## config.mk

```make
export PLATFORM = sky130hd
export DESIGN_NAME = vedic_8x8_seq
export DESIGN_NICKNAME = d
export VERILOG_FILES = /design/src/rtl/vedic_pkg.sv /design/src/rtl/vedic_4x4.sv /design/src/rtl/vedic_8x8_seq.sv
export SDC_FILE = /design/constraint.sdc
export NUM_CORES = 1
export LEC_CHECK = 0
export ABC_CLOCK_PERIOD_IN_PS = 6200
export BUFFER_PORTS_ARGS = -buffer_cell sky130_fd_sc_hd__buf_2
export CAP_MARGIN = 20
export CORE_ASPECT_RATIO = 1.1
export CORE_MARGIN = 1.5
export CORE_UTILIZATION = 53
export DETAILED_ROUTE_END_ITERATION = 10
export GPL_ROUTABILITY_DRIVEN = 0
export PLACE_DENSITY_LB_ADDON = 0.3
export SLEW_MARGIN = 0
export SYNTH_ARGS = -nofsm -noshare
export SYNTH_HDL_FRONTEND = slang
export SYNTH_SLANG_ARGS = --single-unit
```

## constraint.sdc

```tcl
create_clock -name clk -period 6.2 [get_ports clk]
set_clock_uncertainty 0.15 [all_clocks]
set_input_delay 1.24 -clock clk [delete_from_list [all_inputs] [get_ports clk]]
set_output_delay 1.24 -clock clk [all_outputs]
set_load 0.02 [all_outputs]
```

## src/rtl/vedic_pkg.sv

```systemverilog
// Shared types and constants for the sequential Vedic 8x8 multiplier.
// The NEG state exists only when VEDIC_SEQ_SIGNED_EN is defined.
package vedic_pkg;

    localparam int unsigned OPW = 8;
    localparam int unsigned PRW = 16;

`ifdef VEDIC_SEQ_SIGNED_EN
    typedef enum logic [1:0] {StIdle, StCalc, StNeg, StDone} state_e;
`else
    typedef enum logic [1:0] {StIdle, StCalc, StDone} state_e;
`endif

    localparam logic [1:0] STEP_LL = 2'd0;
    localparam logic [1:0] STEP_HL = 2'd1;
    localparam logic [1:0] STEP_LH = 2'd2;
    localparam logic [1:0] STEP_HH = 2'd3;

    // Left shift applied to the 4x4 partial product, indexed by step.
    localparam int unsigned STEP_SHIFT [4] = '{0, 4, 4, 8};

    // Vertical-and-crosswise 2x2 product built from gates.
    function automatic logic [3:0] mul2x2(input logic [1:0] x, input logic [1:0] y);
        logic c1;
        logic [3:0] p;
        p[0] = x[0] & y[0];
        p[1] = (x[1] & y[0]) ^ (x[0] & y[1]);
        c1   = (x[1] & y[0]) & (x[0] & y[1]);
        p[2] = (x[1] & y[1]) ^ c1;
        p[3] = (x[1] & y[1]) & c1;
        return p;
    endfunction

endpackage

```

## src/rtl/vedic_4x4.sv

```systemverilog
// Combinational 4x4 unsigned Vedic multiplier made of four 2x2 blocks.
module vedic_4x4
    import vedic_pkg::*;
(
    input  logic [3:0] a,
    input  logic [3:0] b,
    output logic [7:0] p
);

    logic [3:0] q_ll, q_hl, q_lh, q_hh;

    always_comb begin
        q_ll = mul2x2(a[1:0], b[1:0]);
        q_hl = mul2x2(a[3:2], b[1:0]);
        q_lh = mul2x2(a[1:0], b[3:2]);
        q_hh = mul2x2(a[3:2], b[3:2]);
        p    = {4'b0000, q_ll} + {2'b00, q_hl, 2'b00} + {2'b00, q_lh, 2'b00}
             + {q_hh, 4'b0000};
    end

endmodule

```

## src/rtl/vedic_8x8_seq.sv

```systemverilog
// Sequential 8x8 multiplier: one shared vedic_4x4 core, four partial products
// accumulated over four cycles. VEDIC_SEQ_SIGNED_EN adds is_signed and a NEG cycle.
module vedic_8x8_seq
    import vedic_pkg::*;
#(
    parameter int unsigned ZERO_BYPASS   = 1,
    parameter int unsigned HOLD_OPERANDS = 1
) (
    input  logic           clk,
    input  logic           rst,
    input  logic           in_valid,
    output logic           in_ready,
    input  logic [OPW-1:0] a,
    input  logic [OPW-1:0] b,
`ifdef VEDIC_SEQ_SIGNED_EN
    input  logic           is_signed,
`endif
    output logic           out_valid,
    input  logic           out_ready,
    output logic [PRW-1:0] product
);

    state_e         state_q, state_d;
    logic [1:0]     step_q, step_d;
    logic [PRW-1:0] acc_q, acc_d, acc_sum;
    logic [PRW-1:0] product_q, product_d;
    logic [OPW-1:0] a_q, a_d, b_q, b_d;
    logic [3:0]     core_a, core_b;
    logic [7:0]     core_p;
`ifdef VEDIC_SEQ_SIGNED_EN
    logic           neg_q, neg_d;
`endif

    vedic_4x4 u_core (
        .a (core_a),
        .b (core_b),
        .p (core_p)
    );

    always_comb begin
        core_a = a_q[3:0];
        core_b = b_q[3:0];
        unique case (step_q)
            STEP_LL: begin core_a = a_q[3:0]; core_b = b_q[3:0]; end
            STEP_HL: begin core_a = a_q[7:4]; core_b = b_q[3:0]; end
            STEP_LH: begin core_a = a_q[3:0]; core_b = b_q[7:4]; end
            STEP_HH: begin core_a = a_q[7:4]; core_b = b_q[7:4]; end
            default: ;
        endcase
        acc_sum = acc_q + (PRW'(core_p) << STEP_SHIFT[step_q]);
    end

    always_comb begin
        state_d   = state_q;
        step_d    = step_q;
        acc_d     = acc_q;
        product_d = product_q;
        a_d       = a_q;
        b_d       = b_q;
`ifdef VEDIC_SEQ_SIGNED_EN
        neg_d     = neg_q;
`endif
        unique case (state_q)
            StIdle: begin
                if (in_valid) begin
`ifdef VEDIC_SEQ_SIGNED_EN
                    // Run the unsigned datapath on magnitudes; 0x80 stays 0x80.
                    a_d   = (is_signed && a[OPW-1]) ? -a : a;
                    b_d   = (is_signed && b[OPW-1]) ? -b : b;
                    neg_d = is_signed && (a[OPW-1] ^ b[OPW-1]);
`else
                    a_d = a;
                    b_d = b;
`endif
                    step_d  = STEP_LL;
                    acc_d   = '0;
                    state_d = StCalc;
                end
            end
            StCalc: begin
                if ((ZERO_BYPASS != 0) && (step_q == STEP_LL) && (a_q == '0 || b_q == '0)) begin
                    acc_d     = '0;
                    product_d = '0;
                    step_d    = STEP_LL;
                    state_d   = StDone;
                end else begin
                    acc_d  = acc_sum;
                    step_d = step_q + 2'd1;
                    if (step_q == STEP_HH) begin
`ifdef VEDIC_SEQ_SIGNED_EN
                        if (neg_q) begin
                            state_d = StNeg;
                        end else begin
                            product_d = acc_sum;
                            state_d   = StDone;
                        end
`else
                        product_d = acc_sum;
                        state_d   = StDone;
`endif
                    end
                end
            end
`ifdef VEDIC_SEQ_SIGNED_EN
            StNeg: begin
                acc_d     = -acc_q;
                product_d = -acc_q;
                state_d   = StDone;
            end
`endif
            StDone: begin
                if (out_ready) begin
                    state_d = StIdle;
                    if (HOLD_OPERANDS == 0) begin
                        a_d = '0;
                        b_d = '0;
                    end
                end
            end
            default: state_d = StIdle;
        endcase
    end

    always_ff @(posedge clk or posedge rst) begin
        if (rst) begin
            state_q   <= StIdle;
            step_q    <= STEP_LL;
            acc_q     <= '0;
            product_q <= '0;
            a_q       <= '0;
            b_q       <= '0;
`ifdef VEDIC_SEQ_SIGNED_EN
            neg_q     <= 1'b0;
`endif
        end else begin
            state_q   <= state_d;
            step_q    <= step_d;
            acc_q     <= acc_d;
            product_q <= product_d;
            a_q       <= a_d;
            b_q       <= b_d;
`ifdef VEDIC_SEQ_SIGNED_EN
            neg_q     <= neg_d;
`endif
        end
    end

    // in_ready is gated by rst so it reads 0 while reset is held.
    assign in_ready  = (state_q == StIdle) && !rst;
    assign out_valid = (state_q == StDone);
    assign product   = product_q;

endmodule

```

==> impl_metrics.env <==
export IMPL_yosys_warnings=0
export IMPL_synthMuxAreaShare=0.0885
export IMPL_core_area_um2=6230
export IMPL_cp_arrival_ns=6.02
export IMPL_drc=0
export IMPL_synthCells=341
export IMPL_cts_max_level=2
export IMPL_num_io_pins=38
export IMPL_layout_nets=451
export IMPL_status="complete, no violations"
export IMPL_worstPathRequired_ns=6.27
export IMPL_fin_util=0.644
export IMPL_clock_latency_ns=0.31
export IMPL_yosys_area_share_simple=0.130
export IMPL_drtPass1Iterations=4
export IMPL_reg2reg_from="step_q[0]$_DFFE_PP0P_"
export IMPL_synth_net_count=401
export IMPL_min_to="product[8]$_DFFE_PP0P_"
export IMPL_cp_max_fo=5
export IMPL_slew_viol_final=0
export IMPL_min_from="product[8]$_DFFE_PP0P_"
export IMPL_ff2ff_setup_slack_ns=0.25
export IMPL_grt_ovfl_total=0
export IMPL_cts_root_buf="clkbuf_8"
export IMPL_cts_sinks=52
export IMPL_n_antenna_cell=0
export IMPL_max_cap_violations=0
export IMPL_startpoint_type="flip-flop"
export IMPL_initial_utilization=0.554
export IMPL_area_growth_syn_to_layout_pct=16.3
export IMPL_grt_pass1_vias=2824
export IMPL_hold_class="reg2reg"
export IMPL_r2r_cells=24
export IMPL_cts_tree="yes"
export IMPL_die_w_um=79.9
export IMPL_vias=2744
export IMPL_seq_area_frac_synth=0.377
export IMPL_clk_pin_slew_worst_paths_ns=0.10
export IMPL_post_route_period_util=0.960
export IMPL_drive_gt1_frac=0.250
export IMPL_netlist_area_um2=3450
export IMPL_wl_per_cell_um=15.9
export IMPL_wirelength_um=7520
export IMPL_cts_hold_buf=0
export IMPL_r2r_end="acc_q[14]$_DFFE_PP0P_"
export IMPL_dr_first_iter_drc_count=123
export IMPL_fin_crit_ns=5.95
export IMPL_cts_made_buffers=5
export IMPL_dp_hpwl_um=5630
export IMPL_synthArstFlopShare=1.00
export IMPL_synth_fa_ha_area_frac=0.158
export IMPL_grt_first_pass_wirelength_um=12700
export IMPL_die_area_um2=7000
export IMPL_synth_top_family_by_area="compound AO/OA/AOI/OAI gates"
export IMPL_max_clock_freq_ghz=0.168
export IMPL_synth_distinct_cells=46
export IMPL_clockBufferDepth=2
export IMPL_end_kind="flip-flop"
export IMPL_synth_seq_cells=52
export IMPL_ant_nets=0
export IMPL_synth_ff_type="dfrtp_1"
export IMPL_antenna_found_initial=0
export IMPL_min_delay_path_depth=2
export IMPL_syn_area_per_cell_um2=10.1
export IMPL_fin_area_um2=4010
export IMPL_grtUsageTotal=0.230
export IMPL_synth_compound_area_frac=0.170
export IMPL_portBuffers=37
export IMPL_synth_edf_count=0
export IMPL_synth_xor_area_frac=0.0406
export IMPL_dpl_cell_area_um2=3770
export IMPL_fillers=527
export IMPL_critPathKind="reg2reg"
export IMPL_chipHeight_um=87.6
export IMPL_slew_headroom=0.543
export IMPL_vias_per_cell=5.81
export IMPL_whs_ns=0.336
export IMPL_setup_viol=0
export IMPL_fp_row_count=30
export IMPL_hold_viol_final=0
export IMPL_grt_max_degree=53
export IMPL_worst_pin_slew_ns=0.683
==> repair_timing <==
item                                    CTS  global route
endpoints found under the setup margin    1            18
resized for setup                         1            15
pin swaps                                 0             4
setup buffers                             0             4
==> flip-flops by register name (all words and copies together) (netlist names) <==
register,cells
product,16
state_q,2
acc_q,16
b_q,8
a_q,8
step_q,2
==> synth_stat cells, types with 4 or more instances <==
cell	count	share of area
dfrtp_1	52	0.38
ha_1	34	0.12
nor2_1	33	0.036
a22o_1	25	0.063
nand2_1	24	0.026
inv_1	20	0.022
a21oi_1	17	0.025
mux2_2	16	0.052
o21ai_0	13	0.019
mux2i_1	11	0.032
xnor2_1	9	0.023
xor2_1	7	0.018
clkbuf_1	6	0.0065
fa_1	6	0.035
a21o_1	5	0.011
and2_1	5	0.0091
and3_1	5	0.0091
nand2b_1	5	0.0091
nand3_1	4	0.0058
o211ai_1	4	0.0087
or4_1	4	0.0087
==> placed cells by master (no fill, tap or decap), types with 4 or more instances in the layout <==
cell type	synthesis	final
mux2i_1	11	6
or4_1	4	4
fa_1	6	4
a21o_1	5	5
dfrtp_1	52	52
a21oi_1	17	16
a22o_1	25	25
ha_1	34	32
nand3_1	4	4
and3_1	5	5
buf_4	0	15
nand2_1	24	24
o211ai_1	4	4
o21ai_0	13	13
nor2_1	33	31
nand2b_1	5	5
clkbuf_8	0	5
mux2_2	16	16
xor2_1	7	7
inv_1	20	19
and2_1	5	5
buf_2	2	37
xnor2_1	9	9
==> metrics by stage <==
stage / setup slack [ns] / setup TNS [ns] / std cells
after detailed placement: 0.0463 / 0 / 459
after floorplan: 0.212 / 0 / 341
after CTS: 0.0178 / 0 / 467
after global routing: -0.0657 / -0.248 / 472
final: 0.248 / 0 / 472
after global placement: 0.197 / 0 / 459
==> worst max-delay path, stage by stage (launching register included) <==
cell,delay (ns)
dfrtp_1,0.45
ha_2,0.26
nor2_4,0.18
mux2i_2,0.28
nor2_1,0.09
ha_1,0.18
ha_1,0.27
ha_1,0.16
inv_1,0.06
fa_2,0.34
xor2_1,0.18
fa_1,0.53
inv_1,0.07
fa_2,0.40
nand3_1,0.10
a21oi_1,0.07
or2_2,0.30
o21ai_0,0.15
nor2_1,0.07
ha_1,0.35
nand2_1,0.08
or4b_1,0.51
and3_4,0.21
o21a_1,0.20
o211ai_1,0.21
==> layer usage <==
layer  track usage  share of wire  up-vias
met2         0.416           0.52       71
met4        0.0784          0.022        0
met1         0.281           0.42     1331
li1              -              -     1325
met5             0              0        -
met3        0.0313          0.035       17
==> logic make-up after synthesis <==
family / after synthesis
AO/OA/AOI/OAI: 82
adder cells (fa/ha/maj): 40
AND/OR/NAND/NOR: 93
buffers and inverters: 30
flip-flops: 52
multiplexers: 28
XOR/XNOR: 16
==> final cells by class <==
class                           instances  area [um2]  area share
Clock buffer                            6        72.6      0.0181
Clock inverter                          2        38.8     0.00967
Inverter                               20        75.1      0.0187
Multi-Input combinational cell        259        2110       0.525
Sequential cell                        52        1300       0.324
Tap cell                               80         100      0.0250
Timing Repair Buffer                   53         318      0.0792
==> worst max-delay path by stage <==
stage                     slack, ns  depth (start not counted)               endpoint                   from
final                          0.25                         24  acc_q[14]$_DFFE_PP0P_  step_q[0]$_DFFE_PP0P_
after detailed placement       0.05                         23  acc_q[14]$_DFFE_PP0P_  step_q[0]$_DFFE_PP0P_
after global placement         0.20                         22  acc_q[10]$_DFFE_PP0P_  step_q[0]$_DFFE_PP0P_
after floorplan                0.21                         24  acc_q[12]$_DFFE_PP0P_  step_q[0]$_DFFE_PP0P_
after CTS                      0.02                         23  acc_q[14]$_DFFE_PP0P_  step_q[0]$_DFFE_PP0P_
after global routing          -0.07                         25  acc_q[14]$_DFFE_PP0P_  step_q[1]$_DFFE_PP0P_
Power is not shown: default switching activity piles up to over one toggle a cycle in this logic, so the estimate is an artifact.
